<file path="config.mk">
export PLATFORM = sky130hd
export DESIGN_NAME = serial_bit_feeder
export DESIGN_NICKNAME = d
export VERILOG_FILES = /design/src/rtl/serial_feeder_pkg.sv /design/src/rtl/serial_hold_reg.sv /design/src/rtl/serial_bit_feeder.sv
export SDC_FILE = /design/constraint.sdc
export NUM_CORES = 1
export LEC_CHECK = 0
export ABC_AREA = 1
export CAP_MARGIN = 15
export CORE_MARGIN = 4
export CORE_UTILIZATION = 52
export CTS_CLUSTER_DIAMETER = 120
export CTS_CLUSTER_SIZE = 8
export DETAILED_ROUTE_END_ITERATION = 6
export PLACE_DENSITY = 0.86
export SLEW_MARGIN = 20
export SYNTH_ARGS = -nofsm -noshare
export SYNTH_HDL_FRONTEND = slang
export SYNTH_SLANG_ARGS = --single-unit
export TNS_END_PERCENT = 100
</file>
<file path="constraint.sdc">
create_clock -name clk -period 1.73 [get_ports clk]
set_input_delay 0.346 -clock clk [delete_from_list [all_inputs] [get_ports clk]]
set_output_delay 0.346 -clock clk [all_outputs]
set_load 0.05 [all_outputs]
</file>
<file path="src/rtl/serial_feeder_pkg.sv">
// Shared types and defaults for the serial bit feeder.
package serial_feeder_pkg;

   typedef enum logic [1:0] {IDLE, SHIFT, GAP_ST} state_e;

   localparam int DEF_WIDTH = 8;
   localparam int DEF_GAP   = 0;
   localparam int DEF_CNT_W = 16;

   // Bits needed to index n positions; never narrower than one bit.
   function automatic int idx_w(input int n);
      return (n > 1) ? $clog2(n) : 1;
   endfunction

endpackage

</file>
<file path="src/rtl/serial_hold_reg.sv">
// One-entry holding buffer in front of the shift register; owns the upstream ready.
module serial_hold_reg
   import serial_feeder_pkg::*;
#(
   parameter int WIDTH = DEF_WIDTH
) (
   input  logic             clk,
   input  logic             rst,
   input  logic             load_i,
   input  logic             take_i,
   input  logic [WIDTH-1:0] data_i,
   output logic [WIDTH-1:0] data_o,
   output logic             full_o,
   output logic             ready_o
);

   logic             full_q;
   logic [WIDTH-1:0] data_q;

   // load only arrives while empty and take only while full, so they never collide
   always_ff @(posedge clk or posedge rst) begin
      if (rst) begin
         full_q <= 1'b0;
         data_q <= '0;
      end else if (load_i) begin
         full_q <= 1'b1;
         data_q <= data_i;
      end else if (take_i) begin
         full_q <= 1'b0;
      end
   end

   assign data_o  = data_q;
   assign full_o  = full_q;
   assign ready_o = ~full_q;

endmodule

</file>
<file path="src/rtl/serial_bit_feeder.sv">
// Parallel-to-serial feeder: buffers one word and streams bits MSB first with optional gaps.
module serial_bit_feeder
   import serial_feeder_pkg::*;
#(
   parameter int WIDTH = DEF_WIDTH,
   parameter int GAP   = DEF_GAP,
   parameter int CNT_W = DEF_CNT_W
) (
   input  logic             clk,
   input  logic             rst,
   input  logic [WIDTH-1:0] in_data,
   input  logic             in_valid,
   output logic             in_ready,
   input  logic             pause,
   output logic             bit_out,
   output logic             bit_valid,
   output logic             bit_last,
   output logic             busy,
   output logic [CNT_W-1:0] word_count
);

   localparam int IW = idx_w(WIDTH);
   localparam int GW = idx_w(GAP);
   localparam logic [IW-1:0] IDX_MSB   = IW'(WIDTH - 1);
   localparam logic [GW-1:0] GAP_END   = GW'((GAP > 0) ? GAP - 1 : 0);
   localparam state_e        AFTER_BIT = (GAP > 0) ? GAP_ST : SHIFT;

   state_e           state_q;
   logic [WIDTH-1:0] shift_q;
   logic [IW-1:0]    idx_q;
   logic [GW-1:0]    gap_q;
   logic [CNT_W-1:0] cnt_q;

   logic             accept, shift_loaded, is_lsb, done;
   logic             hold_full, hold_load, hold_take, direct;
   logic [WIDTH-1:0] hold_data;

   assign accept       = in_valid & in_ready;
   assign shift_loaded = (state_q != IDLE);
   assign is_lsb       = (idx_q == '0);
   assign bit_valid    = (state_q == SHIFT) & ~pause;
   assign done         = bit_valid & is_lsb;

   // A word bypasses the holding register when the shifter is (or is about to be) free.
   assign direct    = accept & ((state_q == IDLE) | (done & ~hold_full));
   assign hold_load = accept & ~direct;
   assign hold_take = done & hold_full;

   serial_hold_reg #(.WIDTH(WIDTH)) u_hold (
      .clk     (clk),
      .rst     (rst),
      .load_i  (hold_load),
      .take_i  (hold_take),
      .data_i  (in_data),
      .data_o  (hold_data),
      .full_o  (hold_full),
      .ready_o (in_ready)
   );

   always_ff @(posedge clk or posedge rst) begin
      if (rst) begin
         state_q <= IDLE;
         shift_q <= '0;
         idx_q   <= IDX_MSB;
         gap_q   <= '0;
         cnt_q   <= '0;
      end else begin
         case (state_q)
            IDLE: begin
               if (accept) begin
                  shift_q <= in_data;
                  idx_q   <= IDX_MSB;
                  state_q <= SHIFT;
               end
            end
            SHIFT: begin
               if (bit_valid) begin
                  gap_q <= '0;
                  if (!is_lsb) begin
                     idx_q   <= idx_q - IW'(1);
                     state_q <= AFTER_BIT;
                  end else begin
                     cnt_q <= cnt_q + CNT_W'(1);
                     // idx stays at the LSB on the way to IDLE so bit_out holds its value
                     if (hold_full || accept) begin
                        shift_q <= hold_full ? hold_data : in_data;
                        idx_q   <= IDX_MSB;
                        state_q <= AFTER_BIT;
                     end else begin
                        state_q <= IDLE;
                     end
                  end
               end
            end
            GAP_ST: begin
               if (gap_q == GAP_END) state_q <= SHIFT;
               else                  gap_q   <= gap_q + GW'(1);
            end
            default: state_q <= IDLE;
         endcase
      end
   end

   assign bit_out    = shift_q[idx_q];
   assign bit_last   = shift_loaded & is_lsb;
   assign busy       = shift_loaded | hold_full;
   assign word_count = cnt_q;

endmodule

</file>
Yosys cells after proc, flatten, opt, wreduce, memory -nomap -nowiden
Cells that the tools add are included.
{"block": "word_totals", "regBits": 39, "out_inout_bits": 21, "in_bits": 12}
{"block": "op_classes", "n_reduce_logical": 12, "bitwise": 13, "n_addsub": 3, "mux": 24, "magnitude_cmp": 1, "eq_ne": 8}
{"op": "8-bit 2-to-1 mux", "n": 5}
{"op": "16-bit by 1-bit adder with 16-bit output, second input constant", "n": 1}
{"op": "8-bit one-hot mux with 2 select lines", "n": 1}
{"op": "3-bit 2-to-1 mux", "n": 4}
{"op": "1-bit AND", "n": 8}
{"op": "2-bit != test, second input constant", "n": 4}
{"op": "2-bit nonzero test", "n": 4}
{"op": "1-bit 2-to-1 mux", "n": 7}
{"op": "2-bit 2-to-1 mux", "n": 3}
{"op": "2-bit one-hot mux with 3 select lines", "n": 1}
{"op": "3-bit one-hot mux with 2 select lines", "n": 1}
{"op": "3-bit AND reduction", "n": 2}
{"op": "5-bit AND reduction", "n": 1}
{"op": "3-bit by 4-bit < comparator with 1-bit output, second input constant", "n": 1}
{"op": "4-bit AND reduction", "n": 1}
{"op": "1-bit binary-select mux with 3-bit select", "n": 1}
{"op": "3-bit logical NOT", "n": 1}
{"op": "3-bit by 2-bit != test with 1-bit output, second input constant", "n": 1}
{"op": "1-bit NOT", "n": 3}
{"op": "3-bit by 1-bit subtractor with 3-bit output, second input constant", "n": 1}
{"op": "2-bit by 1-bit == test with 1-bit output, second input constant", "n": 1}
{"op": "2-bit == test, second input constant", "n": 1}
{"op": "2-bit logical NOT", "n": 1}
{"op": "2-bit by 1-bit != test with 1-bit output, second input constant", "n": 1}
{"op": "other kinds (5)", "n": 6}

Depth between registers and ports, before layout
Gate-level depths: netlist of run 1.
{"block": "depth", "depth_word": 9, "depth_mapped": 9, "mapped_depth_nobuf": 9}

Hierarchy
A second synthesis of run 1 with hierarchy kept.
{"block": "unflattened", "hier_cells": 264, "area_unflattened_um2": 2028.2}
{"mod": "serial_bit_feeder", "area_per_inst_um2": 1679.1, "n_inst": 1, "cells_each": 224, "seq_area_each_um2": 704.4}
{"mod": "serial_hold_reg", "area_per_inst_um2": 349.1, "n_inst": 1, "cells_each": 40, "seq_area_each_um2": 225.2}

Least setup slack after synthesis of run 1
No wires, ideal clock.
{"block": "synth_timing", "path_type": "register to register", "from": "register idx_q[0]", "to": "register idx_q[1]", "period_less_slack_ns": 1.993, "arrival_ns": 1.920, "setup_time_ns": 0.073, "path_buffers": 0, "setup_slack_ns": -0.263, "stages_incl_launch_ff": 9, "path_cell_list": "dfstp_2 > inv_1 > ha_1 > nand2_1 > nor2_1 > nand2_1 > nand2_1 > nor2_1 > a21oi_1"}
{"block": "synth_between", "elab_chain_cells": 4, "elab_cells_between_ends": 7, "classes_between": "1 x add/sub; 1 x eq/ne; 3 x mux; 2 x reduce/logical"}
{"item": "start, declared", "line_no": "serial_bit_feeder.sv:30", "rtl": "logic [IW-1:0] idx_q;"}
{"item": "start signal, assigned", "line_no": "serial_bit_feeder.sv:80", "rtl": "idx_q <= idx_q - IW'(1);"}
{"item": "3-bit by 1-bit subtractor with 3-bit output or 3-bit logical NOT (tied branches)", "line_no": "serial_bit_feeder.sv:80, serial_bit_feeder.sv:40"}
{"item": "3-bit 2-to-1 mux", "line_no": "serial_bit_feeder.sv:79", "rtl": "if (!is_lsb) begin"}
{"item": "3-bit 2-to-1 mux", "line_no": "serial_bit_feeder.sv:77", "rtl": "if (bit_valid) begin"}
{"item": "3-bit one-hot mux with 2 select lines", "line_no": "serial_bit_feeder.sv:68", "rtl": "case (state_q)"}
Parallel ways exist; a longest one is shown, timed or not. The select of a mux whose other input is x is not followed.
A chain may end at the register's enable or synchronous reset.

Final worst setup path of run 1
{"block": "layout_timing", "from": "register idx_q[0]", "to": "output bit_out"}
{"block": "layout_between", "elab_chain_cells": 2}
{"item": "1-bit binary-select mux with 3-bit select", "line_no": "serial_bit_feeder.sv:104", "rtl": "assign bit_out = shift_q[idx_q];"}
{"item": "1-bit 2-to-1 mux (implied by the code)", "line_no": "serial_bit_feeder.sv:104"}
{"item": "end, declared", "line_no": "serial_bit_feeder.sv:15", "rtl": "output logic bit_out,"}
No other way between the ends. The select of a mux whose other input is x is not followed.

==> results of run 1 <==
-- flip-flops by register name, summed over array words and instances (netlist names) --
signal / flops
u_hold.data_o: 8
state_q: 1
shift_q: 8
idx_q: 3
word_count: 16
u_hold.full_o: 1
-- synth_stat cells --
master    count
inv_2         1
nor2_1       22
nand2_8       1
o21ai_0      36
nand4_1       4
nand2_1      71
inv_1        28
buf_2         2
xnor2_1       4
nor2_2        2
nand3_1       9
nand2_2       3
xor2_1        4
dfstp_2       3
buf_8         1
nand3b_1      3
a21oi_1       2
nand4_4       1
nor2_4        3
o22ai_1       1
o21ai_2       1
dfrtp_1      34
and2_1        1
ha_1          3
-- critical path: cells and delay by family (launching register included) --
family | cells | cell delay [ps]
AO/OA/AOI/OAI | 2 | 130
buffers and inverters | 2 | 250
flip-flops | 1 | 550
AND/OR/NAND/NOR | 4 | 260
-- layout by cell type (no fill, tap or decap) --
cell and n:
buf_6 2, buf_12 5, and2_1 1, clkbuf_8 6
o21ai_0 29, inv_2 2, nand2_8 1, ha_1 3
o22ai_1 1, dfrtp_2 1, xnor2_1 4, inv_1 26
o21ai_2 3, nand4_1 4, nor2_4 5, clkinvlp_4 2
nand4_4 2, dfstp_2 3, dfrtp_1 33, clkdlybuf4s50_1 11
a21oi_1 2, nor2_1 20, nand3b_1 3, nor2_2 2
xor2_1 4, nand3_2 1, nand4_2 1, bufinv_16 1
o21ai_1 5, nand2_2 6, buf_4 21, nand2_1 69
nand3_1 8
-- final cells by class --
cell class | count | area, sq um
multi-input combinational | 174 | 939.7
sequential | 37 | 930.9
fill | 257 | 917.1
timing repair buffer | 39 | 390.4
inverter | 29 | 112.6
clock buffer | 6 | 82.58
tap | 46 | 57.56
clock inverter | 2 | 37.54
-- path summary, 6_finish.rpt --
| path | depth (start not counted) | startpoint | to |
|---|---|---|---|
| max in group asynchronous | 3 | rst | idx_q[0] |
| min reg2reg | 2 | u_hold.data_o[3] | u_hold.data_o[3] |
| min in group clk | 2 | u_hold.data_o[3] | u_hold.data_o[3] |
| min | 3 | rst | word_count[2] |
| max | 8 | idx_q[0] | bit_out |
| max reg2reg | 9 | idx_q[1] | word_count[9] |
-- power by group through the flow --
| stage | Clock (mW) | Combinational, mW | Sequential, mW |
|---|---|---|---|
| floorplan | 0 | 0.700 | 1.28 |
| global placement | 0 | 1.05 | 1.29 |
| detailed placement | 0 | 1.09 | 1.29 |
| CTS | 0.804 | 1.14 | 1.29 |
| global route | 0.840 | 1.37 | 1.31 |
| finish | 0.784 | 1.24 | 1.29 |
-- metal layers --
metal | GRT usage, % | share of wire [%] | vias to the layer above
met5 | 0 | 0 | -
met4 | 8.273 | 3.0 | 0
met3 | 6.483 | 5.8 | 13
met2 | 28.81 | 46 | 60
met1 | 26.32 | 45 | 810
li1 | - | - | 865
-- cells by family after synthesis --
| logic type | after synthesis | share of synthesized area [%] |
|---|---|---|
| AND/OR/NAND/NOR | 120 | 28.71 |
| AO/OA/AOI/OAI | 40 | 10.63 |
| flip-flops | 37 | 48.15 |
| buffers and inverters | 32 | 6.934 |
| XOR/XNOR | 8 | 3.629 |
| adder cells (fa/ha/maj) | 3 | 1.944 |
-- stage by stage --
stage	cells	setup slack (ps)	utilization, %
after floorplan	240	126.9	-
after global placement	319	44.74	67.21
after detailed placement	319	-3.416	67.21
after CTS	328	-104.4	71.43
after global routing	333	-208.6	73.56
final	333	-96.94	73.56
-- what timing repair did --
item,CTS,global route
setup buffers,1,2
gates resized for setup,11,10
setup endpoints to repair,2,26
pin swaps,6,1
gates cloned,0,3
==> impl_metrics.toml, run 1 <==
[run_status]
outcome = "finished with violations"
violations = "setup timing"

[die]
coreArea_sq_um = 3468
num_io_pins = 33
fp.dieW_microns = 68.93
initial_utilization_pct = 55.66
die-area_sq_um = 4751
rows = 21
die_y_microns = 68.93

[clock_network]
cts_tree = "yes"
cts.sinks = 37
worst_skew_pair.late_latency_ps = 300
cts_max_level = 2
cts_hold_buf = 0
cts_buffers = 5
cts_buffer_depth = 2
clock-root-buffer = "clkbuf_8"
path_clk_slew_ps = 70

[global_routing]
first_global_vias = 1498
grtUsageTotal_pct = 19.57
grt_pass1_wl_microns = 6672
grt_max_degree = 38
antenna_found_initial = 0
overflow = 0

[power]
seq_power_share_pct = 38.9
combPwrFrac_pct = 37.4
power_density_nw_per_um2 = 1300
intPower_mw = 2.087
ir_worst_vdd_mv = 0.6681
p_leak_nw = 1.239
p_clk_share_pct = 23.7
p_sw_mw = 1.229
swShare_pct = 37.06
power_mw = 3.316

[critical_path]
cpMaxStageDelayCell = "dfstp_2"
start_kind = "flop"
reg2reg_slack_ps = -10
arrival_ps = 1480
cp-end-kind = "output port"
critical_path_class = "reg2out"
crit_path_max_fanout = 5
cp.required_ps = 1380
path_common_cell = "o21ai_1"
crit_chain = "buf_6, nor2_2, nor2_1, o21ai_1, o21ai_1, nand2_1, nand2_2, buf_12"
slowest_delay_ps = 550

[sta]
max_freq_mhz = 547.4
drv_slew = 0
rsz0062_at_grt = "yes"
setup_slack_ps = -96.94
whs_ps = 390.4
finalSetupViolations = 3
fin_crit_ps = 1827
finalHoldViolations = 0
finalClockSkew_ps = 4.250
fin_tns_setup_ps = -196.7
relSlewSlack_pct = 73.41
finalCritPeriodShare_pct = 105.6
tightest_slew_ps = 397.8

[place]
dpl-instance-area_sq_um = 2331
io_buffers = 32
gp_congestion = 0.8507
dp_hpwl_microns = 2985

[cells_and_area]
drive_above_1_share_pct = 22.30
nets = 301
areaGrowthSynthToFinish_pct = 32.15
diodes = 0
stdcell_area_sq_um = 2551

[synth]
synth_fp_nets = 255
synthesis.area_sq_um = 1931
synth_top_area_share_pct = 44.07
synth_seq_cells = 37
synth_area_per_cell_sq_um = 8.044
seq_area_frac_synth_pct = 48.15
synthCells = 240
yosysWarnings = 0
yosys-top-cells-area = "dfrtp_1 44%, nand2_1 14%, o21ai_0 9.3%, inv_1 5.4%, nor2_1 4.3%"
synth.distinct_cells = 24
synth_top_cell_by_area = "dfrtp_1"

[flow_run]
max-cap-violations = 0

[drt]
routedWlPerCell_microns = 13.62
drt-pass1-iter-count = 4
drt-vias-per-instance = 5.249
drt_iter0_markers = 122
drt-total-wl_microns = 4535
drc = 0
ant_nets = 0
vias = 1748

[min_path]
hp-class = "in2async"
Note: power is estimated with default switching activity, not from simulation.
==> run 2, diff against run 1 <==
--- a/config.mk
+++ b/config.mk
@@ -12,8 +12,7 @@
 export CTS_CLUSTER_DIAMETER = 120
 export CTS_CLUSTER_SIZE = 8
 export DETAILED_ROUTE_END_ITERATION = 6
-export PLACE_DENSITY = 0.86
-export SLEW_MARGIN = 20
+export PLACE_DENSITY = 0.79
 export SYNTH_ARGS = -nofsm -noshare
 export SYNTH_HDL_FRONTEND = slang
 export SYNTH_SLANG_ARGS = --single-unit
==> run 2 against run 1 <==
Compared with the run above:
- worst hold slack better by 6.5 ps
- global-route usage up 0.36 points
- sequential power about the same
- the run still ends with setup timing left
- critical path type unchanged
==> impl_metrics.toml, run 2 (synthesized netlist as in run 1, its figures left out) <==
[run_status]
outcome = "finished with violations"
violations = "setup timing"

[flow_run]
max-cap-violations = 0

[power]
p_sw_mw = 1.183
p_leak_nw = 1.216
intPower_mw = 1.893
p_clk_share_pct = 19.0
power_mw = 3.076
ir_worst_vdd_mv = 0.6143
power_density_nw_per_um2 = 1235
swShare_pct = 38.47
combPwrFrac_pct = 38.4
seq_power_share_pct = 42.5

[die]
num_io_pins = 33
die-area_sq_um = 4751
rows = 21
coreArea_sq_um = 3468
initial_utilization_pct = 55.66
fp.dieW_microns = 68.93
die_y_microns = 68.93

[critical_path]
cpLargestDelayFamily = "flip-flops"
crit_chain = "buf_6, nor2_2, nor2_1, o21ai_1, o21ai_1, nand2_1, nand2_2, buf_12"
crit_end = "bit_out"
cp.required_ps = 1380
path_common_cell = "o21ai_1"
critical_path_class = "reg2out"
arrival_ps = 1500
crit_path_start = "idx_q[0]"
start_kind = "flop"
cpMaxStageDelayCell = "dfstp_2"
critPathBufInv = 2
r2r_cells = 8
reg2reg_slack_ps = -20
worstReg2RegEnd = "word_count[13]"
crit_path_max_fanout = 5
slowest_delay_ps = 540
r2r-start = "idx_q[0]"
cp.depth = 8
cp-end-kind = "output port"

[drt]
ant_nets = 0
drt-vias-per-instance = 5.042
drt-pass1-iter-count = 4
drt_iter0_markers = 145
vias = 1674
drc = 0
drt-total-wl_microns = 4341
routedWlPerCell_microns = 13.08

[sta]
finalClockSkew_ps = 7.052
finalSetupViolations = 3
relSlewSlack_pct = 73.80
fin_crit_ps = 1849
setup_slack_ps = -119.0
drv_slew = 0
finalHoldViolations = 0
max_freq_mhz = 540.8
finalCritPeriodShare_pct = 106.9
rsz0062_at_grt = "yes"
whs_ps = 397.0
tightest_slew_ps = 392.1

[cells_and_area]
nets = 300
layout_commonest_cell = "nand2_1"
fillCellCount = 287
largest_register_ffs = 16
areaGrowthSynthToFinish_pct = 29.03
diodes = 0
drive_above_1_share_pct = 20.63
final_cell_mix = "69 x nand2_1, 33 x dfrtp_1, 29 x o21ai_0, 28 x inv_1, 22 x buf_4"

[place]
io_buffers = 32
dp_hpwl_microns = 3048
gp_congestion = 0.8426

[clock_network]
cts_buffer_depth = 2
cts_tree = "yes"
cts.sinks = 37
worst_skew_pair.late_latency_ps = 290
cts_buffers = 5
clock-root-buffer = "clkbuf_8"
cts_max_level = 2
path_clk_slew_ps = 80

[min_path]
hp-class = "in2async"

[global_routing]
grt_use_met3_pct = 4.700
globalRouteMet1Util_pct = 29.24
antenna_found_initial = 0
grtUsageTotal_pct = 19.92
overflow = 0
busiest_layer = "met2"
first_global_vias = 1522
grt_max_degree = 38
grt_pass1_wl_microns = 7010
met2_usage_pct = 29.40
## run 2: changes by cell type in the layout (fill, tap and decap cells not counted), sizes merged
cell,previous run,this run
clkinvlp,2,1
nand4,7,6
clkbuf,6,7
inv,28,29
bufinv,1,0
## run 2: worst min-delay path by stage
stage	start	slack, ps	cells after the start	end
floorplan	shift_q[2]	450	2	shift_q[2]
global placement	u_hold.data_o[4]	460	2	u_hold.data_o[4]
detailed placement	u_hold.data_o[1]	470	2	u_hold.data_o[1]
CTS	rst	400	3	u_hold.data_o[1]
global route	rst	450	3	word_count[0]
finish	rst	400	3	word_count[0]
## run 2: layer usage
metal | routed length (microns) | up-vias
met5 | 0 | -
met4 | 30 | 0
met3 | 241 | 3
met2 | 2003 | 42
met1 | 2066 | 772
li1 | - | 857
## run 2: area by class of cell
cell class	count	area, sq um	area share [%]
clock inverter	1	7.507	0.3014
inverter	29	108.9	4.370
timing repair buffer	39	386.6	15.52
clock buffer	7	76.32	3.064
multi-input combinational	173	923.4	37.07
sequential	37	930.9	37.37
tap	46	57.56	2.310
## run 2: worst register-to-register path, stage by stage, from the launching register on
cell and delay (ps):
dfstp_2 380, inv_1 150, ha_2 240, nand2_2 90
buf_4 160, nor2_2 190, nand3_1 180, o21ai_0 190
nand2_1 70
## run 2: power groups by stage
| stage | combinational [mW] | clock [mW] | sequential (mW) |
|---|---|---|---|
| finish | 1.18 | 0.585 | 1.31 |
| global route | 1.32 | 0.640 | 1.34 |
| CTS | 1.16 | 0.601 | 1.29 |
| detailed placement | 1.11 | 0 | 1.29 |
| global placement | 1.08 | 0 | 1.29 |
| floorplan | 0.700 | 0 | 1.28 |
## run 2: what timing repair did
item                                    4_1_cts  5_1_grt
pin swaps                                     5        3
gates resized for setup                       9        9
hold buffers                                  0        0
endpoints found under the setup margin        4       24
buffers inserted                              1        0
gates cloned                                  0        2
## run 2: metrics by stage
stage                     area, sq um  cells  worst slack (ps)  setup TNS [ps]  util (%)
after floorplan                  1938    240             126.9               0         -
after global placement           2346    321             42.33               0     67.64
after detailed placement         2346    321            -6.483          -6.483     67.64
after CTS                        2454    330            -129.4          -230.3     70.74
after global routing             2491    332            -204.1          -783.5     71.83
final                            2491    332            -119.0          -241.0     71.83
